===== src/rtl/param_sync_fifo.sv =====
// Synchronous FIFO with a registered read port, occupancy level, threshold flags, and any depth of 2 or more.
// Define SYNC_FIFO_ERR_FLAGS_EN to enable the sticky overflow/underflow flags; otherwise they are tied to 0.
module param_sync_fifo #(
   parameter int DATA_WIDTH = 8,
   parameter int DEPTH      = 16,
   parameter int AF_THRESH  = 14,
   parameter int AE_THRESH  = 2
) (
   input  logic                         clk,
   input  logic                         reset,
   input  logic                         wr_req,
   input  logic [DATA_WIDTH-1:0]        wr_data,
   input  logic                         rd_req,
   output logic [DATA_WIDTH-1:0]        rd_data,
   output logic                         rd_valid,
   output logic                         full,
   output logic                         empty,
   output logic                         almost_full,
   output logic                         almost_empty,
   output logic [$clog2(DEPTH+1)-1:0]   level,
   input  logic                         clr_err,
   output logic                         overflow,
   output logic                         underflow
);

   localparam int PTR_W = $clog2(DEPTH);
   localparam int LVL_W = $clog2(DEPTH + 1);
   localparam logic [PTR_W-1:0] PTR_LAST  = PTR_W'(DEPTH - 1);
   localparam logic [LVL_W-1:0] LVL_DEPTH = LVL_W'(DEPTH);
   localparam logic [LVL_W-1:0] LVL_AF    = LVL_W'(AF_THRESH);
   localparam logic [LVL_W-1:0] LVL_AE    = LVL_W'(AE_THRESH);

   logic [DATA_WIDTH-1:0] mem [0:DEPTH-1];
   logic [PTR_W-1:0]      wr_ptr_reg, wr_ptr_next;
   logic [PTR_W-1:0]      rd_ptr_reg, rd_ptr_next;
   logic [LVL_W-1:0]      level_reg, level_next;
   logic [DATA_WIDTH-1:0] rd_data_reg;
   logic                  rd_valid_reg;
   logic                  wr_accept, rd_accept;

   // Flags come only from the registered level, so full blocks writes even when a read frees a slot.
   assign full         = (level_reg == LVL_DEPTH);
   assign empty        = (level_reg == '0);
   assign almost_full  = (level_reg >= LVL_AF);
   assign almost_empty = (level_reg <= LVL_AE);
   assign level        = level_reg;
   assign rd_data      = rd_data_reg;
   assign rd_valid     = rd_valid_reg;

   assign wr_accept = wr_req & ~full;
   assign rd_accept = rd_req & ~empty;

   always_comb begin
      wr_ptr_next = wr_ptr_reg;
      rd_ptr_next = rd_ptr_reg;
      level_next  = level_reg;
      if (wr_accept)
         wr_ptr_next = (wr_ptr_reg == PTR_LAST) ? '0 : wr_ptr_reg + PTR_W'(1);
      if (rd_accept)
         rd_ptr_next = (rd_ptr_reg == PTR_LAST) ? '0 : rd_ptr_reg + PTR_W'(1);
      case ({wr_accept, rd_accept})
         2'b10:   level_next = level_reg + LVL_W'(1);
         2'b01:   level_next = level_reg - LVL_W'(1);
         default: level_next = level_reg;
      endcase
   end

   always_ff @(posedge clk or posedge reset) begin
      if (reset) begin
         wr_ptr_reg   <= '0;
         rd_ptr_reg   <= '0;
         level_reg    <= '0;
         rd_data_reg  <= '0;
         rd_valid_reg <= 1'b0;
      end else begin
         wr_ptr_reg   <= wr_ptr_next;
         rd_ptr_reg   <= rd_ptr_next;
         level_reg    <= level_next;
         rd_valid_reg <= rd_accept;
         if (rd_accept)
            rd_data_reg <= mem[rd_ptr_reg];
      end
   end

   // Storage carries no reset so it maps onto block RAM; reset only discards it via the pointers.
   always_ff @(posedge clk) begin
      if (wr_accept)
         mem[wr_ptr_reg] <= wr_data;
   end

`ifdef SYNC_FIFO_ERR_FLAGS_EN
   logic overflow_reg, underflow_reg;

   // A new error in the same cycle as clr_err keeps the flag set.
   always_ff @(posedge clk or posedge reset) begin
      if (reset) begin
         overflow_reg  <= 1'b0;
         underflow_reg <= 1'b0;
      end else begin
         if (wr_req && full)
            overflow_reg <= 1'b1;
         else if (clr_err)
            overflow_reg <= 1'b0;
         if (rd_req && empty)
            underflow_reg <= 1'b1;
         else if (clr_err)
            underflow_reg <= 1'b0;
      end
   end

   assign overflow  = overflow_reg;
   assign underflow = underflow_reg;
`else
   logic unused_clr_err;

   assign unused_clr_err = clr_err;
   assign overflow       = 1'b0;
   assign underflow      = 1'b0;
`endif

endmodule


===== config.mk =====
export PLATFORM = sky130hd
export DESIGN_NAME = param_sync_fifo
export DESIGN_NICKNAME = d
export VERILOG_FILES = /design/src/rtl/param_sync_fifo.sv
export SDC_FILE = /design/constraint.sdc
export NUM_CORES = 1
export LEC_CHECK = 0
export CAP_MARGIN = 15
export CORE_ASPECT_RATIO = 0.7
export CORE_UTILIZATION = 45
export CTS_CLUSTER_SIZE = 24
export DETAILED_ROUTE_END_ITERATION = 10
export PLACE_DENSITY = 0.71
export SETUP_SLACK_MARGIN = 0.2
export SKIP_LAST_GASP = 1
export SYNTH_ARGS = -nofsm -noshare
export SYNTH_HDL_FRONTEND = slang
export SYNTH_SLANG_ARGS = --single-unit

===== constraint.sdc =====
create_clock -name clk -period 6.5 [get_ports clk]
set_clock_uncertainty 0.2 [all_clocks]
set_input_delay 0.975 -clock clk [delete_from_list [all_inputs] [get_ports clk]]
set_output_delay 0.975 -clock clk [all_outputs]
set_load 0.1 [all_outputs]

After elaboration in Yosys (flattened, before gate mapping)
Memory sizes are Yosys's and may differ from the RTL's. A register that Yosys moved wholly into a read port is not among the register bits.
Index checks and enable logic that the tools add are counted.

cells by class
  reduce and logical (&&, ||, !) cells = 2
  order comparisons = 2
  add/subtract/negate cells = 4
  multiplexer cells = 5
  bitwise gates (word level) = 4
  eq/ne operators = 5

operators by type and width
  operator             number
  $pmux 5 s2           1
  $add 4x1->4 const B  2
  $eq 4x4->1 const B   2
  $mux 4               2
  $add 5x1->5 const B  1
  $eq 5x5->1 const B   1
  $ge 5x4->1 const B   1
  $le 5x2->1 const B   1
  $logic_not 5->1      1
  $sub 5x1->5 const B  1
  $and 1x1->1          2
  $eq 2x1->1 const B   1
  $eq 2x2->1 const B   1
  $mux 1               2
  $not 1->1            2
  $reduce_bool 2->1    1

word-level totals
  memory bits (writable) = 128
  flip-flop bits (word level) = 14
  output and inout bits = 20
  word-level logic and storage cells = 27
  memories kept = 1

memory list
  name  words  width  rd ports  clocked after memory_dff  write ports  line  RTL
  mem   16     8      1         1                         1            33    logic [DATA_WIDTH-1:0] mem [0:DEPTH-1];

Logic depth before layout (Yosys ltp)
Gate-level depths: netlist (run 1).

  word-level depth = 5
  gate-level depth with buffers = 13
  mapped depth without buffers = 12

Least setup slack after synthesis (run 1)
OpenSTA, ideal clock, no wires.

  path type = flip-flop to flip-flop
  start point = reg level_reg[4] (netlist: level[4])
  end point = reg level_reg[4] (netlist: level[4])
  data required time = 6.140 ns
  period minus slack after synthesis = 4.236 ns
  library setup time = 0.160 ns
  cell stages (with the launch flop) = 12
  data arrival time = 3.876 ns
  slack = 2.264 ns
  cell sequence = dfrtp_1 -> or3_4 -> nor3_4 -> nand2b_4 -> inv_1 -> ha_1 -> ha_1 -> nor2b_1 -> o21ai_0 -> a21oi_1 -> or3b_1 -> xnor2_1

on the way
  word-level cells in the longest chain between the ends = 5

ends and longest elaborated chain
  what                                                    line  RTL
  start, declared                                         36    logic [LVL_W-1:0] level_reg, level_next;
  start signal, assigned                                  78    level_reg <= level_next;
  $logic_not 5->1 *                                       43    assign empty = (level_reg == '0);
  net empty                                               17    output logic empty,
  $not 1->1 *                                             51    assign rd_accept = rd_req & ~empty;
  $and 1x1->1 *                                           51
  net rd_accept                                           39    logic wr_accept, rd_accept;
  $eq 2x1->1 / $eq 2x2->1 (equally long branches)         61    case ({wr_accept, rd_accept})
  $pmux 5 s2 / $reduce_bool 2->1 (equally long branches)  --

Mark *: on every way through the listed nets, which the timed path passes. The rest lies on a longest branch.
A chain may end at the register's enable or synchronous reset.

Final worst setup path (run 1)
  start point = reg level_reg[4] (netlist: level[4])
  end point = out empty

on the way
  word-level cells in the longest chain between the ends = 1

ends and longest elaborated chain
  what             line
  $logic_not 5->1  43
  end, declared    17

No other way between the ends.

==> qor.log, run 1 <==
INFO  run_status     run_status=completed
INFO  global_routing grt_pass1_vias=3,144
INFO  setup_path     timing.reg2reg.setup_slack=3.10ns
INFO  sta            setup_violators_final=0
INFO  floorplan      dieArea=0.0142mm^2
INFO  route          drt-pass1-iter-count=4
INFO  logic_synthesis synth_compound_gate_area_share=3.98%
INFO  setup_path     crit_type=flip-flop to primary output
INFO  cells_and_area final_instance_area=0.00717mm^2
INFO  clock_tree     cts_setup_buffers=0
INFO  sta            slew-limit-headroom=33.1%
INFO  route          detail_route.iter0.violations=179
INFO  logic_synthesis number_of_warning_messages_in_the_yosys_log=0
INFO  cells_and_area insertedDiodeCount=0
INFO  cells_and_area fillers=1,018
INFO  logic_synthesis synth_area_per_cell=18.4um^2
INFO  clock_tree     clockRootBuffer=sky130_fd_sc_hd__clkbuf_16
INFO  pwr            p_per_area=504mW/mm^2
INFO  clock_tree     cts_repair_resize_count=0
INFO  place          portBuffers=29
INFO  pwr            worst_ir_drop_vdd=0.000238V
INFO  logic_synthesis synthFlopType=sky130_fd_sc_hd__edfxtp_1
INFO  floorplan      fp.dieW=142um
INFO  flow_run       max-cap-violations=0
INFO  min_path       hold_class=flip-flop to flip-flop
INFO  clock_tree     worst_case_clock_buffer_depth=2
INFO  logic_synthesis proportion_of_synthesized_area_in_mux_cells=13.1%
INFO  cells_and_area final_layout_size_suffix_gt1_share=20.6%
INFO  sta            grt_setup_unrepaired=no
INFO  clock_tree     cts-hold-fix-buffers=0
INFO  logic_synthesis synth-adder-area-share=2.15%
INFO  logic_synthesis syn_inst=335
INFO  logic_synthesis synth-edff-count=128
INFO  min_path       timing.hold.worst_path_depth=2
INFO  pwr            power.static_leakage=2.45nW
INFO  setup_path     worstPathMaxFanout=5
INFO  logic_synthesis ys_seq_area_share=71.3%
INFO  floorplan      boundaryPins=33
INFO  logic_synthesis asyncSetResetFlopFracSynth=14.7%
INFO  global_routing track_usage=18.1%
INFO  min_path       hold_end=rd_data[5]
INFO  sta            fin_setup_tns=0ns
INFO  sta            period_minus_slack=3.79ns
INFO  setup_path     required=5.32ns
INFO  sta            tightest_slew=1.00ns
INFO  route          detailroute.via_count=3,032
INFO  setup_path     critical_path.startpoint_type=flip-flop
INFO  clock_tree     source_to_sink_clock_delay_at_the_later_pin_of_the_worst_skew_pair=0.42ns
INFO  floorplan      fp.coreArea=0.0133mm^2
INFO  global_routing antenna_violations_before_repair=0
INFO  sta            final.period_utilization=58.3%
INFO  global_routing wire_length_of_the_first_global_routing_pass=17,900um
INFO  clock_tree     clk_pin_slew_worst_paths=0.06ns
INFO  setup_path     worstRegToRegCells=11
INFO  floorplan      core.rowCount=35
INFO  floorplan      die_height=99.9um
INFO  sta            slew_viol_final=0
INFO  min_path       holdCritStartpoint=rd_data[5]
INFO  sta            fmax=264MHz
INFO  cells_and_area fin_nets=394
INFO  setup_path     critical_path_arrival=2.61ns
INFO  logic_synthesis mapped_area=0.00616mm^2
INFO  logic_synthesis largest_family_of_logic_cells_by_synthesized_area=multiplexers
INFO  pwr            power.total=3.61mW
INFO  floorplan      start_util=46.4%
INFO  cells_and_area largest_register_ffs=128
INFO  place          gpl.final_weighted_congestion=0.749
INFO  place          detailedPlacementHpwl=7370um
INFO  setup_path     worstSetupEndpointType=primary output
INFO  setup_path     reg2reg_to=level[4]
INFO  route          avgViaCountPerCell=5.33
INFO  place          placed_instance_area=0.00656mm^2
INFO  logic_synthesis yosys.cell_types.count=41
INFO  logic_synthesis synthXorXnorAreaFrac=0.853%
INFO  global_routing grt-ovfl-total=0
INFO  clock_tree     cts_max_level=4
INFO  global_routing grt_start_max_net_pins=37
INFO  route          drt-total-wl=11,200um
INFO  route          detail_route.drc_violations=0
INFO  setup_path     r2r_start=level[4]
INFO  logic_synthesis synth_simple_gate_area_share=4.98%
INFO  clock_tree     cts_tree=done
INFO  cells_and_area layout-area-overhead-vs-synth=16.4%
INFO  route          drt.antenna.violating_nets=0
INFO  logic_synthesis synth-seq-cells=150
INFO  clock_tree     tritoncts_num_sinks=150
INFO  clock_tree     cts_inserted_buffers=17
INFO  route          wire_per_inst=19.8um
INFO  sta            hold_viol=0
==> per-layer routing <==
| metal | track usage (%) | part of all wire (%) |
|---|---|---|
| met1 | 26.6 | 46 |
| met2 | 26.1 | 45 |
| met3 | 3.96 | 7.9 |
| met4 | 8.19 | 1.4 |
| met5 | 0 | 0 |
==> cells by family (layout without fill, tap and decap cells) <==
kind of cell | after synthesis | after routing
buffers and inverters | 30 | 78
muxes | 40 | 40
xor gates and xnor gates | 6 | 6
DFF | 150 | 150
adders and majority gates | 10 | 10
and+or+nand+nor | 64 | 64
other | 1 | 2
AOI/OAI and AO/OA | 34 | 34
==> how the worst max path moves through the flow <==
stage	start	to	cells past startpoint
finish	level[4]	empty	3
global route	level[0]	full	4
CTS	level[3]	empty	3
detailed placement	rd_req	level[4]	11
global placement	rd_req	level[4]	11
floorplan	level[4]	level[4]	11
==> report_power, final <==
part           switching (mW)  leakage [nW]  total [mW]  internal, mW
logic                   0.853         0.738        1.30         0.452
clock network           0.369         0.291        1.01         0.640
registers               0.107          1.42        1.30          1.19
==> layout by cell type (no fill, tap or decap), drive strengths merged <==
cell type      instances
and2                   1
buf                    7
a311oi                 1
nor2b                  1
inv                   11
ha                     9
conb                   2
edfxtp               128
nor2                  12
or3b                   1
clkinvlp               3
nand3                  4
nor4                   1
mux2i                  8
clkdlybuf4s50         29
nor3                   6
xor2                   2
dfrtp                 22
a22o                   1
fa                     1
mux4                  32
nand4                  1
a21o                   3
a31o                   1
o21ai                 16
o221ai                 8
or2                    1
bufinv                 4
clkbuf                19
xnor2                  4
a21oi                  4
clkinv                 5
nand2                 31
or3                    1
nand2b                 4
==> cell type report <==
| type | instances | area [um^2] | area share, % |
|---|---|---|---|
| Sequential cell | 150 | 4400 | 61.3 |
| Multi-Input combinational cell | 156 | 1550 | 21.7 |
| Clock buffer | 19 | 433 | 6.04 |
| Timing Repair Buffer | 36 | 343 | 4.78 |
| Tap cell | 185 | 231 | 3.23 |
| Clock inverter | 13 | 179 | 2.49 |
| Inverter | 10 | 37.5 | 0.523 |
==> stage by stage <==
step	hold WS [ns]	util [%]	setup slack, ns	std cells
2_1_floorplan	0.349	-	2.26	336
3_3_place_gp	0.263	49.4	2.74	537
3_5_place_dp	0.268	49.4	2.65	537
4_1_cts	0.281	54.1	2.69	569
5_1_grt	0.314	54.1	2.61	569
6_report	0.280	54.1	2.71	569
==> cell usage after synthesis (2+ instances only) <==
cell	instances	area (um^2)
sky130_fd_sc_hd__edfxtp_1	128	3840
sky130_fd_sc_hd__nand2_1	31	116
sky130_fd_sc_hd__mux4_2	30	676
sky130_fd_sc_hd__dfrtp_1	22	551
sky130_fd_sc_hd__nor2_1	12	45.0
sky130_fd_sc_hd__inv_1	10	37.5
sky130_fd_sc_hd__ha_1	9	113
sky130_fd_sc_hd__o21ai_0	9	45.0
sky130_fd_sc_hd__mux2i_1	8	80.1
sky130_fd_sc_hd__o221ai_1	8	70.1
sky130_fd_sc_hd__o21ai_2	7	61.3
sky130_fd_sc_hd__buf_4	5	37.5
sky130_fd_sc_hd__nor3_1	5	25.0
sky130_fd_sc_hd__a21oi_1	4	20.0
sky130_fd_sc_hd__nand3_1	4	20.0
sky130_fd_sc_hd__xnor2_1	4	35.0
sky130_fd_sc_hd__a21o_1	3	22.5
sky130_fd_sc_hd__buf_1	3	11.3
sky130_fd_sc_hd__buf_12	3	60.1
sky130_fd_sc_hd__buf_2	3	15.0
sky130_fd_sc_hd__buf_6	3	33.8
sky130_fd_sc_hd__nand2b_1	3	18.8
sky130_fd_sc_hd__mux4_1	2	52.6
sky130_fd_sc_hd__xor2_1	2	17.5
==> worst max-delay path, cell delays in order (launching register included) <==
cell and delay [ns]:
sky130_fd_sc_hd__dfrtp_1 0.44, sky130_fd_sc_hd__or3_4 0.43, sky130_fd_sc_hd__nor3_4 0.17, sky130_fd_sc_hd__clkdlybuf4s50_1 1.16
(Power assumes the default switching activity.)
==> inputs of run 2 (changes only) <==
==> constraint.sdc (replaced) <==
create_clock -name clk -period 3.8 [get_ports clk]
set_clock_uncertainty 0.2 [all_clocks]
set_input_delay 0.57 -clock clk [delete_from_list [all_inputs] [get_ports clk]]
set_output_delay 0.57 -clock clk [all_outputs]
set_load 0.1 [all_outputs]
==> run 2 against run 1 <==
Against the previous run:
- critical path depth increased by 8
- sequential power rose by 78%
- power up 68%
- count of clock-buffer cells in the layout is 1 lower
- hold slack about the same
- sequential share of layout area down 0.38 points
- highest routed layer unchanged
- first-iteration DRC count increased by 21%
- wire length fell by 3.0%
==> qor.log, run 2 (same netlist as run 1, synthesis figures left out) <==
INFO  place          place.detailed.instances=547 [was 537]
INFO  floorplan      fp.dieW=142um [unchanged]
INFO  clock_tree     worst_case_clock_buffer_depth=2 [unchanged]
INFO  global_routing grt-ovfl-total=0 [unchanged]
INFO  cells_and_area layout_commonest_cell=sky130_fd_sc_hd__edfxtp_1 [unchanged]
INFO  sta            slew_viol_final=0 [unchanged]
INFO  cells_and_area utilization=54.5% [was 54.1%]
INFO  setup_path     crit_type=flip-flop to flip-flop [was flip-flop to primary output]
INFO  setup_path     cp-startpoint=level[3] [was level[4]]
INFO  floorplan      start_util=46.4% [unchanged]
INFO  sta            period_minus_slack=3.12ns
INFO  setup_path     worstPathMaxFanout=20 [was 5]
INFO  min_path       holdCritStartpoint=rd_data[4] [was rd_data[5]]
INFO  clock_tree     tritoncts_num_sinks=150 [unchanged]
INFO  cells_and_area layout_common_cells=sky130_fd_sc_hd__edfxtp_1, sky130_fd_sc_hd__nand2_1, sky130_fd_sc_hd__mux4_2, sky130_fd_sc_hd__clkdlybuf4s50_1, sky130_fd_sc_hd__buf_4 [was sky130_fd_sc_hd__edfxtp_1, sky130_fd_sc_hd__nand2_1, sky130_fd_sc_hd__mux4_2, sky130_fd_sc_hd__clkdlybuf4s50_1, sky130_fd_sc_hd__dfrtp_1]
INFO  pwr            p_per_area=840mW/mm^2 [was 504 mW/mm^2]
INFO  pwr            worst_ir_drop_vdd=0.000406V [was 0.000238 V]
INFO  sta            setup_violators_final=0 [unchanged]
INFO  run_status     run_status=completed [unchanged]
INFO  floorplan      die_height=99.9um [unchanged]
INFO  cells_and_area final_layout_size_suffix_gt1_share=26.1% [was 20.6%]
INFO  sta            slew-limit-headroom=35.1% [was 33.1%]
INFO  setup_path     critical_path_arrival=3.23ns [was 2.61 ns]
INFO  cells_and_area layout-area-overhead-vs-synth=17.4% [was 16.4%]
INFO  min_path       hold_class=flip-flop to flip-flop [unchanged]
INFO  global_routing grt_start_max_net_pins=24 [was 37]
INFO  global_routing wire_length_of_the_first_global_routing_pass=17,300um [was 17,900 um]
INFO  floorplan      dieArea=0.0142mm^2 [unchanged]
INFO  clock_tree     cts_repair_resize_count=0 [unchanged]
INFO  clock_tree     cts_tree=done [unchanged]
INFO  route          detail_route.iter0.violations=217 [was 179]
INFO  clock_tree     cts-hold-fix-buffers=0 [unchanged]
INFO  setup_path     worstSetupEndpointType=flip-flop [was primary output]
INFO  place          portBuffers=29 [unchanged]
INFO  global_routing grt_pass1_vias=3,038 [was 3,144]
INFO  pwr            power.static_leakage=2.48nW [was 2.45 nW]
INFO  sta            final.period_utilization=82.0%
INFO  setup_path     required=3.91ns [was 5.32 ns]
INFO  clock_tree     cts_setup_buffers=0 [unchanged]
INFO  cells_and_area non_filler_instance_count_after_layout=579 [was 569]
INFO  place          gpl.final_weighted_congestion=0.739 [was 0.749]
INFO  cells_and_area fin_nets=404 [was 394]
INFO  clock_tree     clk_pin_slew_worst_paths=0.07ns [was 0.06 ns]
INFO  sta            tightest_slew=0.971ns [was 1.00 ns]
INFO  setup_path     critical_path.startpoint_type=flip-flop [unchanged]
INFO  sta            grt_setup_unrepaired=no [unchanged]
INFO  route          detail_route.drc_violations=0 [unchanged]
INFO  cells_and_area largest_register_ffs=128 [unchanged]
INFO  route          drt-pass1-iter-count=4 [unchanged]
INFO  floorplan      core.rowCount=35 [unchanged]
INFO  route          avgViaCountPerCell=5.17 [was 5.33]
INFO  floorplan      fp.coreArea=0.0133mm^2 [unchanged]
INFO  route          drt-total-wl=10,900um [was 11,200 um]
INFO  clock_tree     clockRootBuffer=sky130_fd_sc_hd__clkbuf_16 [unchanged]
INFO  route          wire_per_inst=18.8um [was 19.8 um]
INFO  global_routing track_usage=17.3% [was 18.1%]
INFO  global_routing antenna_violations_before_repair=0 [unchanged]
INFO  flow_run       max-cap-violations=0 [unchanged]
INFO  clock_tree     cts_max_level=4 [unchanged]
INFO  sta            hold_viol=0 [unchanged]
INFO  floorplan      boundaryPins=33 [unchanged]
INFO  cells_and_area insertedDiodeCount=0 [unchanged]
INFO  clock_tree     cts_inserted_buffers=17 [unchanged]
INFO  sta            fmax=321MHz
INFO  route          detailroute.via_count=2,992 [was 3,032]
INFO  setup_path     r2r_start=level[3] [was level[4]]
INFO  sta            fin_setup_tns=0ns [unchanged]
INFO  clock_tree     source_to_sink_clock_delay_at_the_later_pin_of_the_worst_skew_pair=0.42ns [about the same]
INFO  place          detailedPlacementHpwl=7290um [was 7370 um]
INFO  route          drt.antenna.violating_nets=0 [unchanged]
## run 2: path summary, 6_finish.rpt
check                                   to  slack [ns]  cells past startpoint
worst min register to register  rd_data[4]        0.28                      2
worst max register to register    level[4]        0.68                     11
worst max-delay path              level[4]        0.68                     11
min in group asynchronous       rd_data[5]        0.44                      2
worst min-delay path            rd_data[4]        0.28                      2
max in group asynchronous         level[3]        2.31                      2
## run 2: power by group
part,switching [mW],internal [mW],total (mW)
registers,0.271,2.04,2.31
clock network,0.681,0.916,1.60
logic,1.37,0.796,2.16
total,2.32,3.75,6.07
## run 2: cell type report
class	instances	area, um^2
flip-flops and latches	150	4400
clock buffers	18	429
multi-input cells	156	1580
clock inverters	14	140
fillers	1026	6040
repair buffers	46	408
inverters	10	37.5
well taps	185	231
## run 2: through the flow
| stage | total power [mW] | hold WS (ns) | setup WS, ns | area [um^2] |
|---|---|---|---|---|
| after floorplan | 4.04 | 0.349 | 0.0101 | 6200 |
| after global placement | 4.49 | 0.263 | 0.705 | 6660 |
| after detailed placement | 4.53 | 0.271 | 0.683 | 6660 |
| after CTS | 6.13 | 0.284 | 0.669 | 7230 |
| after global routing | 6.36 | 0.301 | 0.527 | 7230 |
| final | 6.07 | 0.280 | 0.682 | 7230 |
## run 2: worst max-delay path: stages, from the launching register on
cell                       delay, ns
sky130_fd_sc_hd__dfrtp_4        0.51
sky130_fd_sc_hd__or3_4          0.42
sky130_fd_sc_hd__nor3_4         0.17
sky130_fd_sc_hd__nand2b_4       0.30
sky130_fd_sc_hd__inv_2          0.13
sky130_fd_sc_hd__ha_4           0.20
sky130_fd_sc_hd__ha_4           0.22
sky130_fd_sc_hd__nor2b_1        0.12
sky130_fd_sc_hd__o21ai_1        0.14
sky130_fd_sc_hd__a21oi_1        0.09
sky130_fd_sc_hd__or3b_1         0.36
sky130_fd_sc_hd__xnor2_1        0.13
## run 2: routing by layer
layer / vias up / wire [um] / track usage [%] / part of all wire (%)
li1: 1401 / - / - / -
met4: 0 / 91 / 5.96 / 0.83
met2: 91 / 4760 / 25.4 / 44
met3: 10 / 784 / 4.34 / 7.2
met5: - / 0 / 0 / 0
met1: 1490 / 5280 / 25.4 / 48
